### config.mk
export PLATFORM = sky130hd
export DESIGN_NAME = inet_checksum
export DESIGN_NICKNAME = d
export VERILOG_FILES = /design/src/rtl/inet_checksum.sv
export SDC_FILE = /design/constraint.sdc
export NUM_CORES = 1
export LEC_CHECK = 0
export ABC_AREA = 1
export ABC_CLOCK_PERIOD_IN_PS = 2700
export BUFFER_PORTS_ARGS = -buffer_cell sky130_fd_sc_hd__buf_2
export CORE_AREA = 10 10 137 108
export CTS_BUF_LIST = sky130_fd_sc_hd__clkbuf_8
export DETAILED_ROUTE_END_ITERATION = 10
export DIE_AREA = 0 0 147 118
export PLACE_DENSITY = 0.78
export SYNTH_ARGS = -nofsm -noshare
export SYNTH_HDL_FRONTEND = slang
export SYNTH_SLANG_ARGS = --single-unit
### constraint.sdc
create_clock -name clk -period 2.7 [get_ports clk]
set_clock_uncertainty 0.05 [all_clocks]
set_input_delay 0.405 -clock clk [delete_from_list [all_inputs] [get_ports clk]]
set_output_delay 0.405 -clock clk [all_outputs]
set_load 0.005 [all_outputs]
### src/rtl/inet_checksum.sv
// Streaming one's-complement (RFC 1071) checksum with a seedable partial sum and kept-byte count.
// Latency: tvalid is high in the 3rd cycle after the tlast cycle (two fold stages), independent of data.
// Backpressure: input is stalled from tlast until the result handshake; the result is held until axis_o_tready.
module inet_checksum #(
    parameter int AXIS_BYTES = 2,
    parameter int UDP_MODE   = 0
) (
    input  logic                    clk,
    input  logic                    sresetn,
    output logic                    axis_i_tready,
    input  logic                    axis_i_tvalid,
    input  logic                    axis_i_tlast,
    input  logic [AXIS_BYTES-1:0]   axis_i_tkeep,
    input  logic [AXIS_BYTES*8-1:0] axis_i_tdata,
    input  logic [15:0]             csum_seed,
    input  logic                    axis_o_tready,
    output logic                    axis_o_tvalid,
    output logic [15:0]             axis_o_csum,
    output logic [15:0]             axis_o_len
);
    localparam int NUM_WORDS = AXIS_BYTES / 2;

    generate
        if (AXIS_BYTES != 2 && AXIS_BYTES != 4 && AXIS_BYTES != 8 && AXIS_BYTES != 16) begin : g_bad_width
            $error("inet_checksum: AXIS_BYTES must be 2, 4, 8 or 16");
        end
    endgenerate

    typedef enum logic [1:0] {ACCUM, FOLD1, FOLD2, OUT} state_t;

    state_t                  state;
    logic [31:0]             acc;
    logic [15:0]             len;
    logic                    first;
    logic [15:0]             csum_q;
    logic [AXIS_BYTES*8-1:0] masked_dat;
    logic [31:0]             beat_sum;
    logic [15:0]             beat_cnt;
    logic [15:0]             folded;
    logic [15:0]             inv;

    always_comb begin
        masked_dat = '0;
        beat_sum   = '0;
        beat_cnt   = '0;
        for (int j = 0; j < AXIS_BYTES; j++) begin
            masked_dat[8*j +: 8] = axis_i_tdata[8*j +: 8] & {8{axis_i_tkeep[j]}};
            beat_cnt = beat_cnt + {15'h0, axis_i_tkeep[j]};
        end
        for (int i = 0; i < NUM_WORDS; i++) begin
            beat_sum = beat_sum + {16'h0, masked_dat[16*i +: 16]};
        end
    end

    // After the first fold acc is at most 0x1FFFE, so one more end-around carry is final.
    assign folded = acc[15:0] + {15'h0, acc[16]};
    assign inv    = ~folded;

    always_ff @(posedge clk) begin
        if (!sresetn) begin
            state         <= ACCUM;
            acc           <= '0;
            len           <= '0;
            first         <= 1'b1;
            csum_q        <= '0;
            axis_i_tready <= 1'b1;
            axis_o_tvalid <= 1'b0;
        end else begin
            case (state)
                ACCUM: begin
                    if (axis_i_tvalid && axis_i_tready) begin
                        acc   <= (first ? {16'h0, csum_seed} : acc) + beat_sum;
                        len   <= (first ? 16'h0 : len) + beat_cnt;
                        first <= 1'b0;
                        if (axis_i_tlast) begin
                            state         <= FOLD1;
                            axis_i_tready <= 1'b0;
                        end
                    end
                end
                FOLD1: begin
                    acc   <= {16'h0, acc[15:0]} + {16'h0, acc[31:16]};
                    state <= FOLD2;
                end
                FOLD2: begin
                    acc           <= {16'h0, folded};
                    csum_q        <= (UDP_MODE != 0 && inv == 16'h0000) ? 16'hFFFF : inv;
                    axis_o_tvalid <= 1'b1;
                    state         <= OUT;
                end
                OUT: begin
                    if (axis_o_tready) begin
                        state         <= ACCUM;
                        acc           <= '0;
                        len           <= '0;
                        first         <= 1'b1;
                        axis_o_tvalid <= 1'b0;
                        axis_i_tready <= 1'b1;
                    end
                end
                default: state <= ACCUM;
            endcase
        end
    end

    assign axis_o_csum = csum_q;
    assign axis_o_len  = len;

endmodule
# After elaboration in Yosys (flattened, before gate mapping)
# Cells that the tools add are included.
[totals] word_cells=50 ff_bits=69
[op_classes] reduce_logical=9 eq_ne=6 bitwise_logic=3 add_sub_neg=5 mux=20
[op_table] cell="case mux 32 bit (4 select lines)" count=1
[op_table] cell="two-way mux 32 bit" count=3
[op_table] cell="two-way mux 16 bit" count=3
[op_table] cell="adder 32 x 16 -> 32 bit" count=1
[op_table] cell="case mux 16 bit (2 select lines)" count=1
[op_table] cell="adder 16 x 16 -> 17 bit" count=1
[op_table] cell="adder 16 x 1 -> 16 bit" count=1
[op_table] cell="adder 16 x 2 -> 16 bit" count=1
[op_table] cell="AND 8 bit" count=2
[op_table] cell="NOT 16 bit" count=1
[op_table] cell="case mux 2 bit (4 select lines)" count=1
[op_table] cell="two-way mux 2 bit" count=3
[op_table] cell="inequality test 2 bit (second input constant)" count=3
[op_table] cell="case mux 1 bit (2 select lines)" count=3
[op_table] cell="AND reduction 3 bit" count=2
[op_table] cell="two-way mux 1 bit" count=5
[op_table] cell="equality test 2 bit (second input constant)" count=2
[op_table] cell="AND reduction 2 bit" count=2
[op_table] cell="AND reduction 4 bit" count=1
[op_table] cell="nonzero test 2 bit" count=2
[op_table] cell="adder 1 x 1 -> 2 bit" count=1
[op_table] cell="equality test 2 x 1 -> 1 bit (second input constant)" count=1
[op_table] cell="zero test 2 bit" count=1
[op_table] cell="logical AND 1 bit" count=1

# Logic depth before layout (Yosys ltp)
# Gate-level depths: netlist (run 1).
[logic_depth] word_depth=4 mapped_depth=18 ltp_nobuf=16

# Worst setup path after synthesis (run 1)
# OpenSTA, ideal clock, no wires.
[synth_path] path_kind="register to register" startpoint="register first" endpoint="register acc[20]" n_path_buf=3 stages_incl_launch_ff=16 arrival_ns=2.472 period_less_slack_ns=2.592 setup_slack_ns=0.108 t_required_ns=2.580 cell_sequence="dfxtp_1 > buf_6 > clkbuf_1 > clkbuf_1 > o21ai_0 > ha_1 > nand2_1 > nor2_1 > inv_1 > nor3_1 > nand2_1 > nand2_1 > nand2_1 > o21ai_0 > nand3_1 > a21oi_1"
[synth_between] elab_chain_len=4
[synth_lines] element="start: declaration" line="34" rtl="logic first;"
[synth_lines] element="start signal: assignment" line="64" rtl="first <= 1'b1;"
[synth_lines] element="start signal: assignment" line="74" rtl="first <= 1'b0;"
[synth_lines] element="start signal: assignment" line="96" rtl="first <= 1'b1;"
[synth_lines] element="two-way mux 32 bit" line="72" rtl="acc <= (first ? {16'h0, csum_seed} : acc) + beat_sum;"
[synth_lines] element="adder 32 x 16 -> 32 bit" line="72"
[synth_lines] element="two-way mux 32 bit" line="71" rtl="if (axis_i_tvalid && axis_i_tready) begin"
[synth_lines] element="case mux 32 bit (4 select lines)" line="69" rtl="case (state)"
[synth_lines] element="end signal: assignment" line="72"
[synth_lines] element="end signal: assignment" line="82" rtl="acc <= {16'h0, acc[15:0]} + {16'h0, acc[31:16]};"
[synth_lines] element="end signal: assignment" line="86" rtl="acc <= {16'h0, folded};"
[synth_lines] element="end: declaration" line="32" rtl="logic [31:0] acc;"
# Every way passes these cells. The select of a mux whose other input is x is not followed.
# A chain may end at the register's enable or synchronous reset.

# Worst setup path in the final report (run 1)
[layout_path] startpoint="register first" endpoint="register acc[30]"
# The elaborated chain is that of the path after synthesis.

==> results of run 1 <==
final cells by class:
cell class | count | area (um2)
Timing Repair Buffer | 92 | 526.8
Inverter | 195 | 734.5
Fill cell | 1231 | 4690
Clock inverter | 7 | 83.83
Clock buffer | 9 | 123.9
Multi-Input combinational cell | 852 | 4292
Sequential cell | 69 | 1385
Tap cell | 166 | 207.7
what timing repair did:
| action | in CTS | in global routing |
|---|---|---|
| hold buffers | 0 | 0 |
| buffers inserted | 0 | 5 |
| setup endpoints to repair | 0 | 24 |
| gates resized for setup | 0 | 4 |
cells in the mapped netlist, types with 6 or more instances:
library cell	number
nor2_1	89
nor2_2	7
dfxtp_1	69
nand3_1	121
inv_1	189
nand3b_1	8
nand2_2	6
clkbuf_1	25
o21ai_0	61
a21oi_1	80
o211ai_1	13
nand4_1	13
nor3_1	9
nand2_1	360
ha_1	39
sequential cells by signal, indices dropped and copies added, names as in the netlist:
register       cells
axis_i_tready      1
acc               32
axis_o_len        16
first              1
state              2
axis_o_tvalid      1
axis_o_csum       16
path summary, 6_finish.rpt:
kind / from / endpoint / slack, ns / cells past startpoint
worst max-delay path: first / acc[30] / 0.24 / 16
worst min-delay path: axis_o_tready / axis_o_tvalid / 0.32 / 4
worst max register to register: first / acc[30] / 0.24 / 16
worst min register to register: axis_o_csum[13] / axis_o_csum[13] / 0.43 / 2
logic make-up after synthesis:
family / after synthesis / share of synthesized area (%)
compound gates: 170 / 14.12
xor+xnor: 7 / 0.9364
fa+ha+maj: 42 / 8.370
buf+inv: 227 / 13.51
flops: 69 / 21.10
simple gates: 633 / 41.96
layout by cell type (no fill, tap or decap), types with 4 or more instances in the layout:
cell / netlist / final
a21oi_1: 80 / 80
nor2_4: 4 / 4
buf_2: 3 / 72
nand2_2: 6 / 8
ha_1: 39 / 39
xor2_1: 4 / 4
nand3b_1: 8 / 8
or2_2: 4 / 4
inv_1: 189 / 192
dfxtp_1: 69 / 68
nand2_1: 360 / 358
nor2_2: 7 / 7
clkbuf_8: 0 / 9
nor3_1: 9 / 9
and2_1: 4 / 4
inv_2: 4 / 4
buf_4: 0 / 18
nor2_1: 89 / 89
o21ai_1: 4 / 4
nand4_1: 13 / 13
nand3_1: 121 / 120
o21ai_0: 61 / 61
o211ai_1: 13 / 13
layer usage:
| layer | up-vias | global-route usage (%) |
|---|---|---|
| li1 | 3800 | - |
| met1 | 3270 | 34.01 |
| met2 | 380 | 32.78 |
| met3 | 42 | 6.992 |
| met4 | 0 | 6.613 |
| met5 | - | 0 |
where the power goes:
part	leakage [nW]	switching [mW]	internal (mW)
clock network	0.113	0.414	0.509
logic	3.25	2.18	1.04
registers	0.564	0.261	1.26
worst min-delay path: stages:
cell and delay, ns:
buf_2 0.07, inv_1 0.04, a21oi_1 0.11, nor2_1 0.05
==> results.sh, run 1 <==
export IMPL_cp_top_family="simple AND/OR/NAND/NOR gates"
export IMPL_clockBufferDepth=2
export IMPL_endpoint_kind="flop"
export IMPL_wire_per_inst_um=15.27
export IMPL_grt_pass1_vias=6850
export IMPL_crit_arrival_ns=2.69
export IMPL_grt_max_degree=35
export IMPL_antenna_found_initial=0
export IMPL_coreArea_mm2=0.01204
export IMPL_place_hpwl_um=16760
export IMPL_met2_length_um=8151
export IMPL_topRoutingLayerUsed="met4"
export IMPL_portBuffers=72
export IMPL_ys_flop_type="dfxtp_1"
export IMPL_holdWs_ns=0.3199
export IMPL_synth_nets=1229
export IMPL_crit_buf_inv=1
export IMPL_max_cap_violations=0
export IMPL_route_detailed_drc=0
export IMPL_root_buffer="clkbuf_8"
export IMPL_synth_edff_count=0
export IMPL_syn_area_mm2=0.006548
export IMPL_slowest_stage="fa_1"
export IMPL_overflow=0
export IMPL_peakVddDrop_mv=0.7199
export IMPL_ys_warn_count=0
export IMPL_drive_gt1_share_pct=11.68
export IMPL_fin_cells=1390
export IMPL_path_cells="buf_6, nand2_1, nand2_1, ha_1, fa_1, nand3_1, nand2_1, nand2_1, nand2_1, nand2_1, nand2_1, nand2_1, nand2_1, nand2_1, nand3_1, a21oi_1"
export IMPL_initialDrtViolationCount=908
export IMPL_synth_distinct_cells=44
export IMPL_dr_wl_met3_um=2444
export IMPL_status="finished, final reports clean"
export IMPL_cts_tree="built"
export IMPL_met1_length_um=10130
export IMPL_max_stage_delay_ns=0.41
export IMPL_synth_area_leaders="dfxtp_1 (21%), nand2_1 (21%), inv_1 (11%), nand3_1 (9.2%), ha_1 (7.5%)"
export IMPL_stdcell_area_mm2=0.007353
export IMPL_ant_nets=0
export IMPL_slew_violations=0
export IMPL_finalPower_mw=5.662
export IMPL_die_w_um=147
export IMPL_path_class="reg2reg"
export IMPL_vias_per_cell=5.390
export IMPL_async_reset_ff_share_pct=0
export IMPL_fin_nets=1300
export IMPL_die_h_um=118
export IMPL_finalWorstSetupSlack_ns=0.2364
export IMPL_place_congestion=1.015
export IMPL_vias=7492
export IMPL_p_per_area_mw_per_mm2=770.0
export IMPL_cpMostUsedCell="nand2_1"
export IMPL_firstDrtPassIters=6
export IMPL_n_antenna_cell=0
export IMPL_cts_made_buffers=9
export IMPL_grt_pass1_wl_um=34320
export IMPL_grtUsageTotal_pct=23.62
export IMPL_finalCriticalPeriod_ns=2.464
export IMPL_synth_seq_cells=69
export IMPL_netlist_area_leader_share_pct=21.10
export IMPL_synthCells=1148
export IMPL_seq_area_frac_synth_pct=21.10
export IMPL_clk_latency_ns=0.36
export IMPL_crit_fanout=15
export IMPL_report_final_setup_viol=0
export IMPL_wl_um=21230
export IMPL_pre_cts_ws_ns=0.05362
export IMPL_synth_largest_area_cell="dfxtp_1"
export IMPL_fmax_mhz=405.9
export IMPL_avgSynthCellArea_um2=5.703
export IMPL_p_leak_nw=3.924
export IMPL_cts_reportedPaths_clkPinSlew_ns=0.07
export IMPL_dpl_instance_area_mm2=0.007079
export IMPL_worst_pin_slew_ns=0.7670
export IMPL_cts_sinks=69
export IMPL_finalCritPeriodShare_pct=91.25
export IMPL_maxSlewHeadroom_pct=48.86
export IMPL_start_kind="flop"
export IMPL_io_pins=73
export IMPL_final_core_util_pct=61.06
export IMPL_htreeDepth=3
export IMPL_worstPathRequired_ns=2.93
export IMPL_tns_ns=0
export IMPL_start_util_pct=54.37
export IMPL_syn2layout_area_growth_pct=12.31
export IMPL_dp_cells=1369
export IMPL_die_area_mm2=0.01735
export IMPL_rsz0062_at_grt="no"
export IMPL_hold_viol=0
export IMPL_rows=35
export IMPL_hp_class="in2reg"
Power figures use the tool's default switching activity.
==> run 2, diff against run 1 <==
CELL_PAD_IN_SITES_DETAIL_PLACEMENT = 1   (was not set)
CELL_PAD_IN_SITES_GLOBAL_PLACEMENT = 1   (was not set)
CORE_AREA = 10 10 163 127   (was 10 10 137 108)
DIE_AREA = 0 0 173 137   (was 0 0 147 118)
GPL_TIMING_DRIVEN = 0   (was not set)
PLACE_DENSITY = not set   (was 0.78)
PLACE_DENSITY_LB_ADDON = 0.1   (was not set)
==> run 2 against run 1 <==
Count of clock-buffer cells in the layout unchanged. Critical path depth up 1. Sequential share of layout area down 1.8 points. Combinational power up 29%. First-iteration DRC count down 44%. Routed wire length up 35%. Non-clock buffer count up 45. Global-route usage down 1.1 points. Critical path type unchanged. Critical endpoint is now acc[13].
==> results.sh, run 2 (same netlist as run 1, synthesis figures left out) <==
export IMPL_place_congestion=0.9184
export IMPL_final_core_util_pct=46.49
export IMPL_cts_reportedPaths_clkPinSlew_ns=0.09
export IMPL_start_util_pct=37.53
export IMPL_hold_viol=0
export IMPL_drive_gt1_share_pct=19.15
export IMPL_hold_buffers=0
export IMPL_regArea_mm2=0.001385
export IMPL_vias=7925
export IMPL_slew_violations=0
export IMPL_die_area_mm2=0.02370
export IMPL_grt_pass1_wl_um=42320
export IMPL_root_buffer="clkbuf_8"
export IMPL_worst_pin_slew_ns=0.9302
export IMPL_hp_start="axis_o_tready"
export IMPL_p_per_area_mw_per_mm2=835.0
export IMPL_fin_cells=1511
export IMPL_crit_arrival_ns=2.88
export IMPL_htreeDepth=3
export IMPL_largest_register="acc"
export IMPL_io_pins=73
export IMPL_maxSlewHeadroom_pct=37.99
export IMPL_endpoint_kind="flop"
export IMPL_worstPathRequired_ns=2.91
export IMPL_rows=42
export IMPL_clockBufferDepth=2
export IMPL_reg2regPathDepth=17
export IMPL_route_detailed_drc=0
export IMPL_die_h_um=137
export IMPL_reg2reg_to="acc[13]"
export IMPL_rsz0062_at_grt="yes"
export IMPL_wl_um=28680
export IMPL_fin_nets=1345
export IMPL_mostFrequentLayoutCell="nand2_1"
export IMPL_cts_tree="built"
export IMPL_finalPower_mw=6.773
export IMPL_wire_per_inst_um=18.98
export IMPL_grt_max_degree=14
export IMPL_hp_class="in2reg"
export IMPL_cts_made_buffers=9
export IMPL_max_cap_violations=0
export IMPL_path_class="reg2reg"
export IMPL_largest_reg_flops=32
export IMPL_cts_sinks=69
export IMPL_crit_fanout=8
export IMPL_multi_input_area_mm2=0.004608
export IMPL_place_hpwl_um=22260
export IMPL_n_fill_cell=2482
export IMPL_overflow=0
export IMPL_start_kind="flop"
export IMPL_firstDrtPassIters=8
export IMPL_coreArea_mm2=0.01745
export IMPL_r2r_slack_ns=0.03
export IMPL_mostFrequentLayoutCells="nand2_1 (327), inv_1 (187), nand3_1 (111)"
export IMPL_fmax_mhz=374.4
export IMPL_grtUsageTotal_pct=22.55
export IMPL_holdWs_ns=0.3037
export IMPL_die_w_um=173
export IMPL_grt_pass1_vias=7601
export IMPL_p_leak_nw=4.138
export IMPL_worst_hold_path_num_cells=4
export IMPL_n_antenna_cell=0
export IMPL_syn2layout_area_growth_pct=23.89
export IMPL_peakVddDrop_mv=0.4877
export IMPL_ant_nets=0
export IMPL_clk_latency_ns=0.37
export IMPL_finalCritPeriodShare_pct=98.92
export IMPL_report_final_setup_viol=0
export IMPL_finalCriticalPeriod_ns=2.671
export IMPL_holdPathEnd="axis_o_tvalid"
export IMPL_initialDrtViolationCount=511
export IMPL_stdcell_area_mm2=0.008112
export IMPL_dpl_instance_area_mm2=0.007206
export IMPL_portBuffers=71
export IMPL_status="finished, final reports clean"
export IMPL_r2r_start="first"
export IMPL_dp_cells=1461
export IMPL_vias_per_cell=5.245
export IMPL_antenna_found_initial=0
run 2: worst max path at each step:
stage	from	endpoint	slack (ns)	depth (start not counted)
2_1_floorplan	first	acc[20]	0.11	15
3_3_place_gp	first	acc[24]	-0.99	12
3_5_place_dp	first	acc[20]	-1.04	15
4_1_cts	first	acc[23]	0.002	17
5_1_grt	first	acc[15]	-0.10	17
6_report	first	acc[13]	0.03	17
run 2: layout make-up:
type / instances / area share [%]
repair buffers: 105 / 7.666
plain buffers: 32 / 2.638
clock inverters: 7 / 1.496
flip-flops and latches: 69 / 17.08
well taps: 242 / 3.733
clock buffers: 9 / 1.527
inverters: 195 / 9.054
multi-input cells: 852 / 56.81
run 2: through the flow:
| step | TNS [ns] | setup slack (ns) |
|---|---|---|
| 4_1_cts | 0 | 0.001920 |
| 3_3_place_gp | -30.66 | -0.9907 |
| 6_report | 0 | 0.02919 |
| 2_1_floorplan | 0 | 0.1078 |
| 5_1_grt | -1.268 | -0.1001 |
| 3_5_place_dp | -32.69 | -1.040 |
run 2: what timing repair did:
item	4_1_cts	5_1_grt
endpoints found under the setup margin	47	28
gates resized for setup	39	81
endpoints found under the hold margin	0	0
buffers inserted	11	21
cloned	0	2
pin swaps	16	37
run 2: worst max-delay path, stage by stage, from the launching register on:
cell	delay (ns)
dfxtp_4	0.38
buf_12	0.14
clkbuf_16	0.16
clkbuf_16	0.16
nand2_1	0.07
o21ai_2	0.06
ha_2	0.40
nand2_2	0.09
nor2_2	0.16
inv_2	0.08
nor3_2	0.19
nand2_2	0.12
nand2_4	0.10
nand2_1	0.07
nand3_2	0.09
nand2_1	0.08
nor2_1	0.11
nor2_1	0.04
run 2: report_power, final:
| group | total (mW) | internal, mW | switching [mW] | leakage [nW] |
|---|---|---|---|---|
| Sequential | 1.53 | 1.26 | 0.273 | 0.564 |
| Combinational | 4.16 | 1.40 | 2.75 | 3.45 |
| Clock | 1.09 | 0.619 | 0.467 | 0.124 |
| Total | 6.77 | 3.28 | 3.49 | 4.14 |
run 2: metal layers:
metal	global-route usage [%]	wire, um	up-vias
met1	32.39	14280	3778
met3	3.194	1574	38
met4	7.262	793	0
met5	0	0	-
met2	33.87	12040	223
li1	-	-	3886
